`src/rtl/pam8_upsampler.sv`:
```
// pam8_upsampler: 8-PAM symbol FIFO, Gray-to-level map and zero-stuffing
// upsampler that feeds the RRC pulse-shaping FIR one sample per clock.
// Optional build macro PAM8_PRBS_EN adds an internal PRBS-9 symbol source.
module pam8_upsampler #(
    parameter int UPS        = 4,
    parameter int FIFO_DEPTH = 8
) (
    input  logic                            clk,
    input  logic                            rst,
    input  logic [2:0]                      sym_in,
    input  logic                            sym_valid,
    output logic                            sym_ready,
    input  logic                            en,
    input  logic                            clr_flags,
    input  logic                            prbs_sel,
    output logic signed [3:0]               data,
    output logic [$clog2(UPS)-1:0]          phase,
    output logic                            underflow,
    output logic [$clog2(FIFO_DEPTH):0]     level
);

    localparam int PW = $clog2(UPS);
    localparam int AW = $clog2(FIFO_DEPTH);

    logic [2:0]          mem [FIFO_DEPTH];
    logic [AW-1:0]       wr_ptr;
    logic [AW-1:0]       rd_ptr;
    logic [AW:0]         cnt;
    logic [PW-1:0]       phase_p0;
    logic signed [3:0]   data_p1;
    logic                uflow_q;
    logic                full;
    logic                empty;
    logic                push;
    logic                pop;
    logic                slot_p0;
    logic [2:0]          wr_sym;

    // Gray-coded symbol to odd signed level; range fits 4 bits without saturation
    function automatic logic signed [3:0] gray_to_level(input logic [2:0] g);
        case (g)
            3'b000:  return -4'sd7;
            3'b001:  return -4'sd5;
            3'b011:  return -4'sd3;
            3'b010:  return -4'sd1;
            3'b110:  return  4'sd1;
            3'b111:  return  4'sd3;
            3'b101:  return  4'sd5;
            default: return  4'sd7;
        endcase
    endfunction

    assign full    = (cnt == (AW+1)'(FIFO_DEPTH));
    assign empty   = (cnt == '0);
    assign slot_p0 = en && (phase_p0 == '0);
    assign pop     = slot_p0 && !empty;

`ifdef PAM8_PRBS_EN
    logic [8:0] prbs_q;
    logic       prbs_push;

    // Advance the x^9+x^5+1 sequence by three bits (one symbol)
    function automatic logic [8:0] prbs_step3(input logic [8:0] s);
        logic [8:0] r;
        r = s;
        for (int i = 0; i < 3; i++) r = {r[7:0], r[8] ^ r[4]};
        return r;
    endfunction

    assign prbs_push = prbs_sel && !full;
    assign sym_ready = !full && !prbs_sel;
    assign push      = prbs_push || (sym_valid && sym_ready);
    assign wr_sym    = prbs_sel ? prbs_q[2:0] : sym_in;

    // PRBS state: restarts from the all-ones seed, steps once per generated symbol
    always_ff @(posedge clk or posedge rst) begin
        if (rst)            prbs_q <= 9'h1FF;
        else if (prbs_push) prbs_q <= prbs_step3(prbs_q);
    end
`else
    logic unused_prbs_sel;
    assign unused_prbs_sel = prbs_sel;
    assign sym_ready       = !full;
    assign push            = sym_valid && sym_ready;
    assign wr_sym          = sym_in;
`endif

    // FIFO storage: contents need no reset, pointers decide validity
    always_ff @(posedge clk) begin
        if (push) mem[wr_ptr] <= wr_sym;
    end

    // FIFO pointers and occupancy; a push and pop together leave the count alone
    always_ff @(posedge clk or posedge rst) begin
        if (rst) begin
            wr_ptr <= '0;
            rd_ptr <= '0;
            cnt    <= '0;
        end else begin
            if (push) wr_ptr <= wr_ptr + 1'b1;
            if (pop)  rd_ptr <= rd_ptr + 1'b1;
            case ({push, pop})
                2'b10:   cnt <= cnt + 1'b1;
                2'b01:   cnt <= cnt - 1'b1;
                default: cnt <= cnt;
            endcase
        end
    end

    // Stage p0 -> p1: phase counter, level/zero sample register, sticky underflow
    always_ff @(posedge clk or posedge rst) begin
        if (rst) begin
            phase_p0 <= '0;
            data_p1  <= '0;
            uflow_q  <= 1'b0;
        end else begin
            if (!en)                              phase_p0 <= '0;
            else if (phase_p0 == PW'(UPS - 1))    phase_p0 <= '0;
            else                                  phase_p0 <= phase_p0 + 1'b1;

            data_p1 <= pop ? gray_to_level(mem[rd_ptr]) : 4'sd0;

            if (slot_p0 && empty) uflow_q <= 1'b1;
            else if (clr_flags)   uflow_q <= 1'b0;
        end
    end

    assign data      = data_p1;
    assign phase     = phase_p0;
    assign underflow = uflow_q;
    assign level     = cnt;

endmodule

```
`config.mk`:
```
export PLATFORM = sky130hd
export DESIGN_NAME = pam8_upsampler
export DESIGN_NICKNAME = d
export VERILOG_FILES = /design/src/rtl/pam8_upsampler.sv
export SDC_FILE = /design/constraint.sdc
export NUM_CORES = 1
export LEC_CHECK = 0
export BUFFER_PORTS_ARGS = -buffer_cell sky130_fd_sc_hd__buf_2
export CAP_MARGIN = 20
export CORE_ASPECT_RATIO = 1.75
export CORE_UTILIZATION = 30
export DETAILED_ROUTE_END_ITERATION = 6
export PLACE_DENSITY = 0.55
export SKIP_LAST_GASP = 1
export SLEW_MARGIN = 30
export SYNTH_ARGS = -nofsm -noshare
export SYNTH_HDL_FRONTEND = slang
export SYNTH_SLANG_ARGS = --single-unit
```
`constraint.sdc`:
```
create_clock -name clk -period 2.23 [get_ports clk]
set_input_delay 0.1115 -clock clk [delete_from_list [all_inputs] [get_ports clk]]
set_output_delay 0.1115 -clock clk [all_outputs]
set_load 0.05 [all_outputs]
```
# [Yosys cells after proc, flatten, opt, wreduce, memory -nomap -nowiden]
# Memory sizes are Yosys's and may differ from the RTL's.
# Index checks and enable logic that the tools add are counted.
[word_totals] output_inout_bits=12 memories=1 mem_bits_rw=24 reg_bits=17 input_bits=9
[memory_table] name="mem" depth=8 width=3 rd=1 rd_ports_with_merged_regs=0 wr=1 line_no="25" rtl="logic [2:0] mem [FIFO_DEPTH];"
[classes] eq_ne=10 muxes=9 add_sub_neg=5 reduce_logical=11
[ops] cell="$pmux 4 s7" n=1
[ops] cell="$eq 3x3->1 const B" n=3
[ops] cell="$pmux 4 s2" n=1
[ops] cell="$add 3x1->3 const B" n=2
[ops] cell="$eq 3x2->1 const B" n=2
[ops] cell="$add 4x1->4 const B" n=1
[ops] cell="$eq 2x2->1 const B" n=2
[ops] cell="$eq 4x4->1 const B" n=1
[ops] cell="$logic_and 1x1->1" n=4
[ops] cell="$logic_not 4->1" n=1
[ops] cell="$mux 1" n=4
[ops] cell="$mux 2" n=2
[ops] cell="$mux 4" n=1
[ops] cell="$reduce_bool 2->1" n=2
[ops] cell="$sub 4x1->4 const B" n=1
[ops] cell="$eq 3x1->1 const B" n=1
[ops] cell="$logic_not 3->1" n=1
[ops] cell="$add 2x1->2 const B" n=1
[ops] cell="$eq 2x1->1 const B" n=1
[ops] cell="$logic_not 1->1" n=2
[ops] cell="$logic_not 2->1" n=1

# [Longest topological paths before layout]
[logic_depth] depth_word=5 ltp_mapped=12

# [Least setup slack after synthesis]
# No wires, ideal clock.
[synth_timing] kind="register to register" start="register cnt[1] (netlist: level[1])" end="register cnt[2] (netlist: level[2])" path_slack_ps=-695 n_path_buf=0 period_less_slack_ps=2925 arrival_time_ps=2777 required_ps=2083 stages_incl_launch_ff=10 cell_sequence="dfrtp_1 or4b_2 nand2_1 ha_1 xor2_1 ha_1 a21oi_1 xor2_1 nor2_1 xor2_1"
[synth_between] elab_chain_len=5 elab_cells_between_ends=12
[synth_lines] item="start, declared" line_no="28" rtl="logic [AW:0] cnt;"
[synth_lines] item="start signal, assigned" line_no="103" rtl="2'b10: cnt <= cnt + 1'b1;"
[synth_lines] item="start signal, assigned" line_no="104" rtl="2'b01: cnt <= cnt - 1'b1;"
[synth_lines] item="start signal, assigned" line_no="105" rtl="default: cnt <= cnt;"
[synth_lines] item="$eq 4x4->1 *" line_no="53" rtl="assign full = (cnt == (AW+1)'(FIFO_DEPTH));"
[synth_lines] item="$logic_not 1->1 *" line_no="83" rtl="assign sym_ready = !full;"
[synth_lines] item="net sym_ready" line_no="12" rtl="output logic sym_ready,"
[synth_lines] item="$logic_and 1x1->1 *" line_no="84" rtl="assign push = sym_valid && sym_ready;"
[synth_lines] item="$eq 2x1->1 or $eq 2x2->1 (tied branches)" line_no="102" rtl="case ({push, pop})"
[synth_lines] item="$pmux 4 s2 or $reduce_bool 2->1 (tied branches)"
# Mark *: on every way through the listed nets, which the timed path passes. The rest lies on a longest branch.
# A chain may end at the register's enable or synchronous reset.

# [Final worst setup path]
[layout_timing] start="register cnt[3] (netlist: level[3])" end="register cnt[2] (netlist: level[2])"
[layout_between] elab_chain_len=5 elab_cells_between_ends=10
[layout_lines] item="$eq 4x4->1 or $logic_not 4->1 (tied branches)" line_no="53, 54"
[layout_lines] item="$logic_not 1->1, on equally long branches" line_no="83, 56"
[layout_lines] item="$logic_and 1x1->1, on equally long branches" line_no="84, 56"
[layout_lines] item="$eq 2x1->1 or $eq 2x2->1 (tied branches)" line_no="102"
[layout_lines] item="$pmux 4 s2 or $reduce_bool 2->1 (tied branches)"
# Several ways; a longest one is shown, not always the timed one.

==> results.tsv <==
metric	value	unit
grt_max_degree	18	
rsz0062_at_grt	yes	
clock_skew	0.00639	ns
cts_buffers	5	
clock-sinks	41	
post_cts_buffers	0	
p_seq_share	42.8	%
crit_fanout	5	
r2r_slack	0.01	ns
rr_worst_depth	9	
synth_area_leader_cell	edfxtp_1	
ios	21	
pwr-share-clk	16.6	%
layoutNonFillerInstCount	223	
dp_hpwl	2280	um
synth_compound_area_share	1.47	%
fmax	0.451	GHz
async_flop_share	41.5	%
setup_viol	0	
core	5680	um^2
wire_per_inst	13.2	um
synth-edff-count	24	
die_x	60.4	um
cts_tree	yes	
layout-drive-gt1-share	36.7	%
grt_pass1_wl	4750	um
hold_class	input pin to flip-flop	
syn_area	1790	um^2
synth_common_cells	edfxtp_1 (24), dfrtp_1 (17), nor2_1 (8)	
cts-root-buf	clkbuf_8	
grt_pass1_vias	1014	
syn_avg_cell_area	15.5	um^2
timing.rr.end	level[2]	
synthesis.nets	131	
powerDensity	1260	nW/um^2
syn2layout_area_growth	20.8	%
min_from	en	
vdd_drop_max	0.000366	V
synth_seq_cells	41	
track_usage	10.6	%
switching_share	37.6	%
cts.path.max_buffers	2	
p_sw	1.02	mW
overflow	0	
synth_top_area_share	40.3	%
synthCells	115	
dp_cells	213	
synth-simple-area-share	10.5	%
hold_viol_final	0	
dieArea	6280	um^2
antenna_left	0	
fin_crit_sh	99.3	%
ys_warn_count	0	
path_clk_slew	0.08	ns
seq_area_frac_synth	64.1	%
critPathArrivalTime	2.39	ns
r2r-start	level[3]	
synth_most_common_cell	edfxtp_1	
synthTopCellsByArea	edfxtp_1 (40%), dfrtp_1 (24%), mux4_1 (5.9%)	
antenna_found_initial	0	
worstSkewPairLatency	0.28	ns
rows	36	
htreeDepth	2	
drc	0	
port-buffer-count	19	
min_path_cells	2	
wl	2950	um
synth_top_family_by_area	multiplexers	
synth.distinct_cells	32	
num_antenna_cells	0	
leakage	0.862	nW
tightest_slew	0.681	ns
drt_iter0_markers	13	
cp-end-kind	flip-flop	
fin_nets	162	
finalCriticalPeriod	2.22	ns
cp-start-kind	flip-flop	
ys.flop_type	edfxtp_1	
vias_per_cell	4.47	
worstHoldEndpoint	phase[1]	
p_int	1.70	mW
synth_fa_ha_area_share	4.90	%
worstPathRequired	2.40	ns
finalWeightedCongestion	0.704	
num_vias	996	
crit_type	flip-flop to flip-flop	
synthMuxAreaShare	12.5	%
fp.dieH	104	um
outcome	completed	
synth_xor_area_share	4.41	%
fin_util	38.1	%
firstDrtPassIters	4	
combPwrFrac	40.6	%
slew_viol_final	0	
maxCapViolations	0	
start_util	31.5	%
slew_headroom	54.5	%
[final cells by class]
type                            count  area [um^2]
Tap cell                           76         95.1
Clock buffer                        5         68.8
Inverter                            4         15.0
Clock inverter                      3         17.5
Fill cell                         571         3520
Sequential cell                    41         1150
Multi-Input combinational cell     67          652
Timing Repair Buffer               27          160
[power by group through the flow]
| stage | registers [mW] | clock network [mW] | logic [mW] |
|---|---|---|---|
| 3_5_place_dp | 1.19 | 0 | 1.11 |
| 6_report | 1.17 | 0.451 | 1.11 |
| 3_3_place_gp | 1.18 | 0 | 1.08 |
| 4_1_cts | 1.17 | 0.469 | 1.11 |
| 5_1_grt | 1.20 | 0.504 | 1.20 |
| 2_1_floorplan | 1.36 | 0 | 0.643 |
[through the flow]
step	worst slack (ns)	area (um^2)	hold WS, ns	total power [mW]	setup TNS [ns]
6_report	0.0148	2160	0.0642	2.72	0
5_1_grt	-0.0394	2160	0.0547	2.90	-0.0692
4_1_cts	0.00187	2130	0.00719	2.75	0
3_5_place_dp	0.0132	2040	0.255	2.29	0
3_3_place_gp	0.0387	2040	0.235	2.26	0
2_1_floorplan	-0.187	1830	0.0373	2.01	-0.455
[critical path, cell delays in order (launching register included)]
cell	delay, ns
dfrtp_2	0.40
or4_4	0.54
nor2b_4	0.16
ha_4	0.18
xor2_2	0.18
ha_2	0.19
a21oi_2	0.11
xor2_1	0.15
nor2_1	0.06
xor2_1	0.13
[state kept, by name, summed over array words and instances (netlist names)]
name / flops
data: 4
level: 4
phase: 2
underflow: 1
rd_ptr: 3
mem: 24
wr_ptr: 3
[worst max-delay path by stage]
| stage | from | endpoint | slack (ns) | cells after the start |
|---|---|---|---|---|
| floorplan | level[3] | level[2] | -0.19 | 10 |
| global route | level[3] | level[2] | -0.04 | 9 |
| detailed placement | level[3] | level[2] | 0.01 | 9 |
| CTS | level[3] | level[2] | 0.002 | 9 |
| finish | level[3] | level[2] | 0.01 | 9 |
| global placement | level[3] | level[2] | 0.04 | 9 |
[cells in the final DEF (no fill, tap or decap), types with 2 or more instances in the layout]
cell and n:
edfxtp_1 24, buf_2 19, dfrtp_1 13, nor2_1 8
nand2_1 6, buf_4 6, xor2_1 5, clkbuf_8 5
inv_1 4, mux2i_1 4, mux4_1 4, ha_1 4
dfrtp_2 4, mux2_2 3, nand2b_1 3, xnor2_1 3
mux4_2 2, and2_1 2, or3b_2 2, nand3_1 2
nor3_1 2, ha_2 2, dlygate4sd3_1 2
[routing by layer]
metal	global-route usage [%]	routed length, um
met1	10.3	1040
met3	2.61	68
met2	18.7	1750
met5	0	0
met4	6.31	91
[kinds of logic after synthesis]
| kind of cell | count (synthesis) |
|---|---|
| DFF | 41 |
| muxes | 13 |
| xor gates and xnor gates | 9 |
| adders and majority gates | 7 |
| and+or+nand+nor | 34 |
| AOI/OAI and AO/OA | 4 |
| buffers and inverters | 7 |
[what timing repair did]
item / 4_1_cts / 5_1_grt
endpoints found under the setup margin: 0 / 2
gates resized for setup: 0 / 3
hold endpoints to repair: 17 / 1
hold buffers: 1 / 1
No activity file was read; power rests on OpenSTA's default activity.
